$ cat src/rtl/debounce_pulse.sv
// ----------------------------------------------------------------------------
// debounce_pulse
//   Conditions one raw, bouncy, asynchronous pushbutton for the lab datapath.
//   The input is brought into the clk domain through a two-flop synchroniser.
//   A four-state FSM with a stability counter then accepts a new level only
//   after the synchronised input has held that level for DB_COUNT+1
//   consecutive rising edges: the entry edge plus DB_COUNT counting edges.
//   Each accepted change produces one single-cycle strobe, so downstream
//   counters and FSMs see exactly one event per physical press or release.
//
//   Parameters
//     DB_COUNT  consecutive stable clocks required (>= 1)
//     CNT_W     stability counter width, DB_COUNT <= 2**CNT_W - 1
//
//   Ports
//     clk        in   system clock, all state on the rising edge
//     rst        in   asynchronous active-high reset (already synchronised
//                     upstream, so its release is clean in this domain)
//     btn_in     in   raw pushbutton, active-high, asynchronous to clk
//     btn_level  out  debounced button level, registered
//     btn_pulse  out  one-clock strobe on a debounced press (0->1)
//     btn_rel    out  one-clock strobe on a debounced release (1->0)
// ----------------------------------------------------------------------------
module debounce_pulse #(
  parameter int DB_COUNT = 1000000,
  parameter int CNT_W    = 20
) (
  input  logic clk,
  input  logic rst,
  input  logic btn_in,
  output logic btn_level,
  output logic btn_pulse,
  output logic btn_rel
);

  // Every 2-bit code is a named state. The default arm in the next-state
  // logic still recovers to IDLE_LO if the encoding is ever widened.
  localparam logic [1:0] IDLE_LO   = 2'b00;
  localparam logic [1:0] WAIT_HI   = 2'b01;
  localparam logic [1:0] STABLE_HI = 2'b10;
  localparam logic [1:0] WAIT_LO   = 2'b11;

  // The terminal count is compared exactly. The counter stops there and
  // never wraps.
  localparam logic [CNT_W-1:0] CNT_LAST = CNT_W'(DB_COUNT - 1);
  localparam logic [CNT_W-1:0] CNT_ONE  = CNT_W'(1);

  logic             s0_q;
  logic             btn_s_q;
  logic [1:0]       state_q;
  logic [1:0]       state_d;
  logic [CNT_W-1:0] cnt_q;
  logic [CNT_W-1:0] cnt_d;
  logic             level_q;
  logic             level_d;
  logic             pulse_q;
  logic             pulse_d;
  logic             rel_q;
  logic             rel_d;

  // ---- stage 0/1: two-flop synchroniser; only btn_s_q is used downstream ----
  always_ff @(posedge clk or posedge rst) begin
    if (rst) begin
      s0_q    <= 1'b0;
      btn_s_q <= 1'b0;
    end else begin
      s0_q    <= btn_in;
      btn_s_q <= s0_q;
    end
  end

  // ---- stage 2: debounce FSM next-state and output decode ----
  always_comb begin
    state_d = state_q;
    cnt_d   = cnt_q;
    level_d = level_q;
    pulse_d = 1'b0;
    rel_d   = 1'b0;
    unique case (state_q)
      IDLE_LO: begin
        if (btn_s_q) begin
          state_d = WAIT_HI;
          cnt_d   = '0;
        end
      end
      WAIT_HI: begin
        if (!btn_s_q) begin
          // A bounce back to low abandons the attempt without any output change.
          state_d = IDLE_LO;
        end else if (cnt_q == CNT_LAST) begin
          state_d = STABLE_HI;
          level_d = 1'b1;
          pulse_d = 1'b1;
        end else begin
          cnt_d = cnt_q + CNT_ONE;
        end
      end
      STABLE_HI: begin
        if (!btn_s_q) begin
          state_d = WAIT_LO;
          cnt_d   = '0;
        end
      end
      WAIT_LO: begin
        if (btn_s_q) begin
          state_d = STABLE_HI;
        end else if (cnt_q == CNT_LAST) begin
          state_d = IDLE_LO;
          level_d = 1'b0;
          rel_d   = 1'b1;
        end else begin
          cnt_d = cnt_q + CNT_ONE;
        end
      end
      default: begin
        state_d = IDLE_LO;
        cnt_d   = '0;
        level_d = 1'b0;
      end
    endcase
  end

  // ---- stage 3: FSM state and registered outputs ----
  // Reset discards any debounce in progress. Strobes are cleared here, so
  // neither the assertion nor the release of rst can create an event.
  always_ff @(posedge clk or posedge rst) begin
    if (rst) begin
      state_q <= IDLE_LO;
      cnt_q   <= '0;
      level_q <= 1'b0;
      pulse_q <= 1'b0;
      rel_q   <= 1'b0;
    end else begin
      state_q <= state_d;
      cnt_q   <= cnt_d;
      level_q <= level_d;
      pulse_q <= pulse_d;
      rel_q   <= rel_d;
    end
  end

  assign btn_level = level_q;
  assign btn_pulse = pulse_q;
  assign btn_rel   = rel_q;

endmodule

$ cat config.mk
export PLATFORM = sky130hd
export DESIGN_NAME = debounce_pulse
export DESIGN_NICKNAME = d
export VERILOG_FILES = /design/src/rtl/debounce_pulse.sv
export SDC_FILE = /design/constraint.sdc
export NUM_CORES = 1
export LEC_CHECK = 0
export ABC_AREA = 1
export CORE_MARGIN = 2
export CORE_UTILIZATION = 50
export CTS_CLUSTER_DIAMETER = 30
export DETAILED_ROUTE_END_ITERATION = 7
export GPL_ROUTABILITY_DRIVEN = 0
export PLACE_DENSITY = 0.67
export SYNTH_ARGS = -nofsm -noshare
export SYNTH_HDL_FRONTEND = slang
export SYNTH_SLANG_ARGS = --single-unit
$ cat constraint.sdc
create_clock -name clk -period 2 [get_ports clk]
set_input_delay 0.4 -clock clk [delete_from_list [all_inputs] [get_ports clk]]
set_output_delay 0.4 -clock clk [all_outputs]
set_load 0.01 [all_outputs]
==> results_dict.tcl, run 1 <==
set metrics [dict create \
    crit_arrival_ns 1.94 \
    status "completed" \
    grt_max_degree 28 \
    powerDensity_nw_per_um2 496 \
    synthSimpleGateAreaFrac 0.355 \
    postLayoutCoreUtil 0.571 \
    yosys.area_share.adder 0.00761 \
    p_total_mw 0.879 \
    power_frac_seq 0.645 \
    gr-total-overflow 0 \
    post_cts_buffers 0 \
    async_flop_share 1.00 \
    synth_top_family_by_area "simple AND/OR/NAND/NOR gates" \
    synth-edff-count 0 \
    synth_compound_gate_area_share 0.0875 \
    dp_hpwl_mm 2.40 \
    clkTransAtPathRegs_ns 0.15 \
    yosys.area.top_type "dfrtp_1" \
    ant_nets 0 \
    ys_ff_latch 27 \
    firstDrtPassIters 4 \
    vias 1348 \
    synth.top_cell.area_share 0.411 \
    htree_levels 1 \
    first_iter_violations 71 \
    io_pins 6 \
    synthTopCellsByArea "dfrtp_1 (41%), nand2_1 (16%), o21ai_2 (6.9%), nor2_1 (6.2%), xor2_1 (5.3%)" \
    postCtsResizedCells 0 \
    dieArea_um2 3760 \
    internal-power_mw 0.654 \
    clk_latency_ns 0.33 \
    grt_usage 0.207 \
    remaining_drc_errors 0 \
    die_h_um 61.3 \
    antenna_found_initial 0 \
    setup_viol 0 \
    fin_worst_skew_ns 0.00287 \
    synth.most_common_cell "nand2_1" \
    endpoint_kind "flip-flop" \
    worst_pin_slew_ns 0.330 \
    cap_violations 0 \
    pwr-share-comb 0.072 \
    syn-num-nets 218 \
    start_kind "flip-flop" \
    ys_top_cells_by_count "nand2_1 (69), dfrtp_1 (27), nor2_1 (27), inv_1 (19), o21ai_2 (13)" \
    postSynthAreaPerCell_um2 7.68 \
    netlist_instances 214 \
    crit_family "simple AND/OR/NAND/NOR gates" \
    cts_tree "yes" \
    wl_per_cell_um 11.8 \
    cp_slowest_stage_delay_ns 0.46 \
    path_buf_inv 1 \
    routed_wl_mm 3.15 \
    crit_fanout 8 \
    synth_flop_cell "dfrtp_1" \
    critPathKind "reg2reg" \
    pre_cts_slack_ns 0.356 \
    cts.sinks 27 \
    rsz0062_at_grt "false" \
    layout-drive-gt1-share 0.183 \
    core-area_um2 3100 \
    drv_slew 0 \
    worst_slack_ns 0.341 \
    row_count 20 \
    holdWs_ns 0.366 \
    routed_via_density 5.03 \
    grt_pass1_vias 1249 \
    synth_mux_area_frac 0 \
    vdd_drop_max_mv 0.412 \
    clockBufferDepth 2 \
    final.setup.tns_ns 0 \
    start_util 0.530 \
    grt_pass1_wl_mm 5.71 \
    slowest_stage "dfrtp_1" \
    diodes 0 \
    clockPowerShare 0.282 \
    die_w_um 61.3 \
    hp-class "reg2reg" \
    synth_xor_area_frac 0.0586 \
    post-route-min-period_ns 1.66 \
    clockRootBuffer "clkbuf_4" \
    cts_buffers 3 \
    relSlewSlack 0.780 \
    hold_viol 0 \
    yosysUniqueCellTypes 24 \
    fmax_mhz 603 \
    syn_area_um2 1640 \
    cts_hold_buf 0 \
    syn_to_final_growth_pct 7.76 \
    fin_nets 229 \
    cpMostUsedCell "nand3_2" \
    fin_crit_sh 0.830 \
    path_cells "ha_1, nand3_2, nor2_4, nand3_4, nand3_2, buf_4, o21ai_2" \
    portBuffers 5 \
    required_ns 2.28 \
    nFillCells 295 \
    p_sw_mw 0.225 \
    p_leak_nw 0.790 \
    ys_seq_area_frac 0.411 \
    ys_warn_count 0 \
    switching_share 0.256 \
]
final cells by class:
| cell class | count | area (um2) | share of cell area |
|---|---|---|---|
| sequential | 27 | 676 | 0.381 |
| clock buffer | 3 | 22.5 | 0.0127 |
| tap | 44 | 55.1 | 0.0311 |
| inverter | 25 | 93.8 | 0.0530 |
| multi-input combinational | 159 | 837 | 0.472 |
| timing repair buffer | 9 | 80.1 | 0.0452 |
| clock inverter | 1 | 7.51 | 0.00424 |
cells by family (layout without fill, tap and decap cells):
| kind of cell | after synthesis | in the layout |
|---|---|---|
| AND/OR/NAND/NOR | 128 | 128 |
| buffers and inverters | 28 | 38 |
| flip-flops | 27 | 27 |
| AO/OA/AOI/OAI | 19 | 19 |
| XOR/XNOR | 11 | 11 |
| adder cells (fa/ha/maj) | 1 | 1 |
stage by stage:
| stage | cells | area (um2) |
|---|---|---|
| after floorplan | 214 | 1640 |
| after global placement | 264 | 1740 |
| after detailed placement | 264 | 1740 |
| after CTS | 268 | 1770 |
| after global routing | 268 | 1770 |
| final | 268 | 1770 |
per-layer routing:
layer | vias to the layer above | track usage | wire [um]
li1 | 684 | - | -
met1 | 636 | 0.285 | 1500
met2 | 21 | 0.331 | 1470
met3 | 7 | 0.0252 | 104
met4 | 0 | 0.0881 | 75
met5 | - | 0 | 0
final timing paths:
path | startpoint | to | slack (ns) | cells past startpoint
setup / recovery | cnt_q[0]$_DFFE_PP0P_ | cnt_q[9]$_DFFE_PP0P_ | 0.34 | 7
hold / removal | s0_q$_DFF_PP0_ | btn_s_q$_DFF_PP0_ | 0.37 | 0
setup reg to reg | cnt_q[0]$_DFFE_PP0P_ | cnt_q[9]$_DFFE_PP0P_ | 0.34 | 7
hold reg to reg | s0_q$_DFF_PP0_ | btn_s_q$_DFF_PP0_ | 0.37 | 0
max in group asynchronous | rst | cnt_q[14]$_DFFE_PP0P_ | 1.37 | 3
min in group asynchronous | rst | cnt_q[2]$_DFFE_PP0P_ | 0.39 | 3
cell usage in the layout (no fill, tap or decap):
cell and instances:
and2_1 1, buf_4 4, clkbuf_4 3, clkdlybuf4s50_1 5, clkinv_1 1, clkinvlp_4 1, dfrtp_1 27, ha_1 1
inv_1 19, inv_2 5, nand2_1 69, nand2_2 3, nand2_4 1, nand3_1 12, nand3_2 2, nand3_4 1
nand4_1 3, nor2_1 27, nor2_2 5, nor2_4 3, o21ai_0 5, o21ai_1 1, o21ai_2 13, or2_1 1
xnor2_1 1, xor2_1 10
power by group through the flow:
stage / clock network [mW] / registers (mW) / logic, mW
5_1_grt: 0.279 / 0.570 / 0.0727
3_3_place_gp: 0 / 0.577 / 0.0638
3_5_place_dp: 0 / 0.578 / 0.0649
6_report: 0.248 / 0.567 / 0.0636
4_1_cts: 0.256 / 0.567 / 0.0652
2_1_floorplan: 0 / 0.576 / 0.0489
worst reg2reg max path: stages (launching register included):
cell and delay [ns]:
dfrtp_1 0.46, ha_1 0.25, nand3_2 0.14, nor2_4 0.06
nand3_4 0.11, nand3_2 0.22, buf_4 0.24, o21ai_2 0.12
flip-flops by register name, summed over array words and instances, names as in the netlist, named ones only:
register,flops
btn_s_q,1
s0_q,1
btn_pulse,1
cnt_q,20
state_q,1
btn_level,1
btn_rel,1
No activity file was read; power rests on OpenSTA's default activity.
==> run 2, diff against run 1 <==
==> constraint.sdc (replaced) <==
create_clock -name clk -period 1.65 [get_ports clk]
set_input_delay 0.33 -clock clk [delete_from_list [all_inputs] [get_ports clk]]
set_output_delay 0.33 -clock clk [all_outputs]
set_load 0.01 [all_outputs]
==> run 2 against run 1 <==
Largest cell class unchanged; critical endpoint is now btn_level; worst hold slack worse by 0.025 ns; design area is 2.8% higher; clock power grew 14%; global-route usage is 0.35 points higher; non-clock buffer count is 2 higher.
==> results_dict.tcl, run 2 (synthesized netlist as in run 1, its figures left out) <==
set metrics [dict create \
    vdd_drop_max_mv 0.350 \
    critPathKind "reg2out" \
    ant_nets 0 \
    r2r_end "cnt_q[19]$_DFFE_PP0P_" \
    io_pins 6 \
    routed_wl_mm 3.25 \
    finish.instance_area_um2 1820 \
    cts_buffers 3 \
    final.setup.tns_ns 0 \
    hold_viol 0 \
    p_leak_nw 0.815 \
    antenna_found_initial 0 \
    rrSetupSlack_ns 0.10 \
    post-route-min-period_ns 1.58 \
    grt_pass1_vias 1300 \
    final_common_cell "nand2_1" \
    endpoint_kind "output pin" \
    row_count 20 \
    dieArea_um2 3760 \
    met2_wirelength_mm 1.56 \
    crit_family "buffers and inverters" \
    fin_worst_skew_ns 0.00751 \
    path_cells "clkdlybuf4s50_1" \
    layout-drive-gt1-share 0.195 \
    vias 1355 \
    clockBufferDepth 2 \
    syn_to_final_growth_pct 10.7 \
    start_kind "flip-flop" \
    wl_per_cell_um 12.0 \
    clk_latency_ns 0.33 \
    dpl_cell_area_um2 1760 \
    fin_crit_sh 0.955 \
    gr-total-overflow 0 \
    die_w_um 61.3 \
    dp_hpwl_mm 2.50 \
    cts.sinks 27 \
    routed.top_layer "met4" \
    multi_input_comb_area_um2 861 \
    setup_viol 0 \
    clockRootBuffer "clkbuf_4" \
    status "completed" \
    cts_tree "yes" \
    routed_via_density 5.02 \
    hp-class "in2async" \
    firstDrtPassIters 4 \
    clkTransAtPathRegs_ns 0.14 \
    powerDensity_nw_per_um2 583 \
    cp_slowest_stage_delay_ns 0.54 \
    required_ns 1.32 \
    path_buf_inv 1 \
    seqCellArea_um2 676 \
    cap_violations 0 \
    first_iter_violations 57 \
    fmax_mhz 635 \
    dr_wl_met3_um 121 \
    grt_pass1_wl_mm 5.83 \
    slowest_stage "clkdlybuf4s50_1" \
    nFillCells 317 \
    grt_usage 0.211 \
    portBuffers 5 \
    remaining_drc_errors 0 \
    crit_fanout 2 \
    cts_hold_buf 0 \
    start_util 0.530 \
    worst_pin_slew_ns 0.326 \
    reg2reg_depth 8 \
    die_h_um 61.3 \
    largest_reg_flops 20 \
    top_register "cnt_q" \
    diodes 0 \
    grt_max_degree 28 \
    crit_arrival_ns 1.25 \
    fin_nets 231 \
    worstReg2RegStart "cnt_q[1]$_DFFE_PP0P_" \
    htree_levels 1 \
    crit_cells 1 \
    core-area_um2 3100 \
    drv_slew 0 \
    relSlewSlack 0.783 \
    layout_common_cells "nand2_1 (68), nor2_1 (27), dfrtp_1 (27)" \
    m1WireLength_mm 1.53 \
]
[run 2: cell types whose count changed in the layout (fill, tap and decap cells not counted), sizes merged]
| cell | delta |
|---|---|
| buf | +2 |
| clkinv | +1 |
| clkinvlp | -1 |
[run 2: metrics by stage]
step	hold WS, ns	util	worst slack (ns)	instances	power [mW]
4_1_cts	0.349	0.577	0.0635	269	1.07
5_1_grt	0.383	0.587	-0.00599	270	1.11
3_3_place_gp	0.332	0.568	0.154	265	0.782
2_1_floorplan	0.331	-	0.230	214	0.758
3_5_place_dp	0.346	0.568	0.0959	265	0.785
6_report	0.341	0.587	0.0745	270	1.06
[run 2: repair_timing]
action	4_1_cts	5_1_grt
endpoints found under the setup margin	0	15
resized for setup	0	4
buffers inserted	0	1
[run 2: how the worst max path moves through the flow]
| stage | slack [ns] | from | to |
|---|---|---|---|
| floorplan | 0.23 | cnt_q[0]$_DFFE_PP0P_ | cnt_q[18]$_DFFE_PP0P_ |
| global placement | 0.15 | cnt_q[1]$_DFFE_PP0P_ | cnt_q[12]$_DFFE_PP0P_ |
| detailed placement | 0.1 | cnt_q[1]$_DFFE_PP0P_ | cnt_q[12]$_DFFE_PP0P_ |
| CTS | 0.06 | btn_level$_DFFE_PP0P_ | btn_level |
| global route | -0.006 | cnt_q[1]$_DFFE_PP0P_ | cnt_q[7]$_DFFE_PP0P_ |
| finish | 0.07 | btn_level$_DFFE_PP0P_ | btn_level |
[run 2: power breakdown]
group	switching, mW	internal, mW
Clock	0.191	0.0909
Combinational	0.0576	0.0370
Sequential	0.0114	0.674
[run 2: final cells by class]
class | count | area share
Tap cell | 44 | 0.0302
Clock inverter | 1 | 0.00275
Timing Repair Buffer | 11 | 0.0591
Clock buffer | 3 | 0.0124
Sequential cell | 27 | 0.371
Inverter | 25 | 0.0515
Multi-Input combinational cell | 159 | 0.473
[run 2: layer usage]
layer | global-route usage | vias to the layer above
li1 | - | 690
met1 | 0.287 | 639
met2 | 0.345 | 20
met3 | 0.0462 | 6
met4 | 0.0486 | 0
met5 | 0 | -
